<file path="src/rtl/demux_4to16_reg.sv">
// demux_4to16_reg: steers a DATA_W-bit lane word into one of four registered
// group slots (a..d). Each slot has its own valid/ack handshake. The input side
// uses a valid/ready handshake.
// When the macro DEMUX_AUTO_SEQ_EN is defined, auto_mode selects a round-robin
// pointer instead of the selector. When it is undefined, auto_mode is ignored
// and ptr reads 0.
module demux_4to16_reg #(
  parameter int unsigned DATA_W = 4
) (
  input  logic              clk,
  input  logic              rst_n,
  input  logic              in_valid,
  output logic              in_ready,
  input  logic [DATA_W-1:0] in_data,
  input  logic [1:0]        selector,
  input  logic              auto_mode,
  output logic [DATA_W-1:0] grp_a,
  output logic [DATA_W-1:0] grp_b,
  output logic [DATA_W-1:0] grp_c,
  output logic [DATA_W-1:0] grp_d,
  output logic [3:0]        grp_valid,
  input  logic [3:0]        grp_ack,
  output logic [1:0]        ptr,
  output logic              frame_done
);

  logic [1:0]        r_rst_sync;
  logic              w_run;
  logic [1:0]        w_dst;
  logic              w_ready;
  logic              w_xfer;
  logic [3:0]        w_load;
  logic [3:0]        w_valid_nxt;
  logic [3:0]        r_valid;
  logic [DATA_W-1:0] r_grp [4];
  logic              r_frame_done;

  // Reset is asserted asynchronously and released through two flops. Transfers
  // are blocked until the second flop sets, so the first load can happen no
  // earlier than the third rising edge after release.
  always_ff @(posedge clk or negedge rst_n) begin
    if (!rst_n) r_rst_sync <= '0;
    else        r_rst_sync <= {r_rst_sync[0], 1'b1};
  end

  assign w_run = r_rst_sync[1];

`ifdef DEMUX_AUTO_SEQ_EN
  logic [1:0] r_ptr;

  assign w_dst = auto_mode ? r_ptr : selector;
  assign ptr   = r_ptr;

  // The round-robin pointer steps only on a transfer made in auto mode. It
  // holds on a stall, and a change of mode does not clear it.
  always_ff @(posedge clk or negedge rst_n) begin
    if (!rst_n)                   r_ptr <= '0;
    else if (w_xfer && auto_mode) r_ptr <= r_ptr + 2'd1;
  end
`else
  logic w_unused_auto;

  assign w_unused_auto = auto_mode;
  assign w_dst         = selector;
  assign ptr           = '0;
`endif

  // Readiness is masked during the reset-release window. This prevents the
  // source from seeing a handshake that the registers would then ignore.
  assign w_ready  = w_run & (~r_valid[w_dst] | grp_ack[w_dst]);
  assign w_xfer   = in_valid & w_ready;
  assign in_ready = w_ready;

  // One-hot load strobe and next valid vector. A load on a slot wins over a
  // same-cycle ack on that slot, which gives full throughput. An ack on an
  // empty slot has no effect.
  always_comb begin
    w_load = '0;
    if (w_xfer) w_load[w_dst] = 1'b1;
    w_valid_nxt = (r_valid & ~grp_ack) | w_load;
  end

  // Group data registers. Only the selected slot loads, so the other slots
  // keep their words. An acked slot keeps its last word.
  always_ff @(posedge clk or negedge rst_n) begin
    if (!rst_n) begin
      for (int unsigned g = 0; g < 4; g++) r_grp[g] <= '0;
    end else begin
      for (int unsigned g = 0; g < 4; g++) begin
        if (w_load[g]) r_grp[g] <= in_data;
      end
    end
  end

  // Valid flags. frame_done is high during the first cycle in which every
  // slot is full after a cycle in which at least one slot was empty.
  always_ff @(posedge clk or negedge rst_n) begin
    if (!rst_n) begin
      r_valid      <= '0;
      r_frame_done <= 1'b0;
    end else begin
      r_valid      <= w_valid_nxt;
      r_frame_done <= (&w_valid_nxt) & ~(&r_valid);
    end
  end

  assign grp_a      = r_grp[0];
  assign grp_b      = r_grp[1];
  assign grp_c      = r_grp[2];
  assign grp_d      = r_grp[3];
  assign grp_valid  = r_valid;
  assign frame_done = r_frame_done;

endmodule

</file>
<file path="config.mk">
export PLATFORM = sky130hd
export DESIGN_NAME = demux_4to16_reg
export DESIGN_NICKNAME = d
export VERILOG_FILES = /design/src/rtl/demux_4to16_reg.sv
export SDC_FILE = /design/constraint.sdc
export NUM_CORES = 1
export LEC_CHECK = 0
export ABC_CLOCK_PERIOD_IN_PS = 1550
export CAP_MARGIN = 30
export CELL_PAD_IN_SITES_DETAIL_PLACEMENT = 0
export CELL_PAD_IN_SITES_GLOBAL_PLACEMENT = 1
export CORE_MARGIN = 3
export CORE_UTILIZATION = 33
export DETAILED_ROUTE_END_ITERATION = 6
export PLACE_DENSITY = 0.88
export SLEW_MARGIN = 20
export SYNTH_ARGS = -nofsm -noshare
export SYNTH_HDL_FRONTEND = slang
export SYNTH_SLANG_ARGS = --single-unit
</file>
<file path="constraint.sdc">
create_clock -name clk -period 1.55 [get_ports clk]
set_input_delay 0.31 -clock clk [delete_from_list [all_inputs] [get_ports clk]]
set_output_delay 0.31 -clock clk [all_outputs]
set_load 0.05 [all_outputs]
</file>
==> reports/results.ini <==
[grt]
grtUsageMet1 = 0.184
grt_max_degree = 24
grt_overflow = 0
grt_pass1_wl_um = 4030
grtUsageMet3 = 0.0454
antenna_found_initial = 0
track_usage = 0.153
top_usage_layer = met2
grtUsageMet2 = 0.270
grt_pass1_vias = 798

[yosys]
ys_top_cells_by_count = 23 x dfrtp_1, 12 x mux2_2, 4 x mux2_4, 4 x nand2b_1
ys_types = 20
ys_async_sr_fraction = 1.00
yosys_warnings = 0
synth_cells = 64
yosysTopAreaCellShare = 0.603
ys.flop_type = dfrtp_1
ys_seq_area_frac = 0.603
synth_most_common_cell = dfrtp_1
synth_edf_count = 0
synth_largest_area_cell = dfrtp_1
syn_area_per_cell_um2 = 14.9
yosys_register_bits = 23
ys_top_cells_by_area = dfrtp_1 60%, mux2_2 14%, mux2_4 6.3%, nand2b_1 2.6%, mux4_2 2.4%
synth_area_um2 = 955

[route]
drc = 0
antenna_left = 0
drt_wl_total_um = 2430
wl_per_cell_um = 16.3
viasPerCell = 4.66
drt_first_pass_iters = 4
vias = 695
first_iter_violations = 18

[clock_tree]
cts_tree = done
cts_inserted_buffers = 3
clock_latency_ns = 0.32
cts.path.max_buffers = 2
path_clk_slew_ns = 0.13
ctsHoldBuffers = 0
cts_root_buf = clkbuf_4
h-tree-depth = 1
cts_sinks = 23

[finish]
n_antenna_cell = 0
multi_input_area_um2 = 400
fin_nets = 134
final_util = 0.661
drive_gt1_frac = 0.605
regArea_um2 = 581
syn_to_final_growth_pct = 80.9
fillers = 188

[sta]
setup_viol = 1
setup_ws_ns = -0.283
skew_ns = 0.0115
rsz0062_at_grt = yes
fin_hold_ws_ns = 0.319
hold_viol_final = 0
maxSlewViolCount = 0
min_period_ns = 1.83
finalCritPeriodShare = 1.18
max_freq_ghz = 0.546

[power_and_ir_drop]
p_sw_frac = 0.374
p_leak_nw = 0.809
peakVddDrop_v = 0.00135
internal_power_mw = 1.34
p_switching_uw = 799
p_seq_frac = 0.384
clkPwrFrac = 0.129
comb_power_share = 0.487
power_density_nw_per_um2 = 1240

[die]
core_um2 = 2610
die_area_um2 = 3570
start_util = 0.365
ios = 38
rows = 18
fp.dieH_um = 59.8
die_width_um = 59.8

[run_status]
outcome = complete, but fails checks
violations = negative setup slack

[setup_path]
cp_cell_sequence = nand2b_4 > mux4_2 > and2_4 > buf_8
worst-setup-path-type = flip-flop to output pin
slowest_delay_ns = 0.45
cp.arrival_ns = 1.52
reg2reg_depth = 4
critPathBufInv = 1
slowest_stage = mux4_2
ff2ff_setup_slack_ns = 0.01
crit_family = multiplexers
worstPathMaxFanout = 2
r2r_end = grp_a[0]
crit_cells = 4
worstSetupEndpointType = output pin
timing.rr.start = grp_valid[0]
start_kind = flip-flop
cp.required_ns = 1.24

[placement]
place_congestion = 0.784
hpwlAfterDp_um = 2000
portBuffers = 34

[flow_run]
drv_cap = 0

[worst_hold_path]
holdCritPathClass = primary input to async pin

sequential cells by signal (all words and copies together), names as in the netlist:
name	cells
grp_c	4
grp_d	4
r_rst_sync	2
grp_b	4
grp_a	4
grp_valid	4
frame_done	1
area by class of cell:
cell class / instances / area share
clock buffers: 4 / 0.0152
multi-input cells: 40 / 0.232
flip-flops and latches: 23 / 0.336
well taps: 30 / 0.0217
repair buffers: 52 / 0.395
worst max-delay path by stage:
stage                       startpoint        to  slack, ns
after floorplan           grp_valid[3]  in_ready      -0.08
after global placement     selector[1]  in_ready      -0.44
after detailed placement   selector[1]  in_ready      -0.45
after CTS                 grp_valid[3]  in_ready      -0.29
after global routing      grp_valid[1]  in_ready      -0.34
final                     grp_valid[3]  in_ready      -0.28
cell families after synthesis:
family	share of synthesized area
DFF	0.603
muxes	0.228
and+or+nand+nor	0.127
AOI/OAI and AO/OA	0.0183
buffers and inverters	0.0157
other	0.00787
per-stage QoR:
step	setup slack (ns)	std cells	area (um^2)	setup TNS, ns	power, mW
4_1_cts	-0.295	147	1710	-0.295	2.15
6_report	-0.283	149	1730	-0.283	2.14
2_1_floorplan	-0.0831	65	966	-0.168	1.27
3_3_place_gp	-0.441	143	1660	-5.32	1.84
5_1_grt	-0.345	149	1730	-0.428	2.22
3_5_place_dp	-0.450	143	1660	-6.26	1.87
placed cells by master (no fill, tap or decap), types with 2 or more instances in the layout:
cell type | synthesis | layout
and4_1 | 2 | 2
conb_1 | 2 | 3
buf_12 | 0 | 21
mux2_2 | 12 | 12
nand2b_4 | 0 | 4
buf_4 | 2 | 18
dlygate4sd2_1 | 0 | 7
dfrtp_1 | 23 | 19
dfrtp_2 | 0 | 4
clkbuf_4 | 0 | 3
mux2_4 | 4 | 4
nand2_1 | 2 | 2
nor2b_1 | 2 | 2
clkdlybuf4s50_1 | 0 | 5
power groups by stage:
stage / Combinational (mW) / Sequential [mW] / Clock [mW]
3_5_place_dp: 1.04 / 0.833 / 0
3_3_place_gp: 1.02 / 0.822 / 0
6_report: 1.04 / 0.819 / 0.277
5_1_grt: 1.07 / 0.834 / 0.313
2_1_floorplan: 0.142 / 1.13 / 0
4_1_cts: 1.04 / 0.823 / 0.283
repair_timing:
action,in CTS,in global routing
endpoints found under the hold margin,0,0
resized for setup,13,0
pin swaps,2,0
buffers inserted,0,2
setup endpoints to repair,11,5
metal layers:
layer  vias to the layer above  part of all wire
met5                         -                 0
li1                        335                 -
met1                       338              0.38
met3                         4             0.054
met2                        18              0.56
met4                         0            0.0095
worst reg2reg max path, delay by kind of cell (launching register included):
family                 cells  cell delay (ns)
and+or+nand+nor            2             0.57
muxes                      1             0.32
DFF                        1             0.45
buffers and inverters      1             0.10
(Power assumes the default switching activity.)
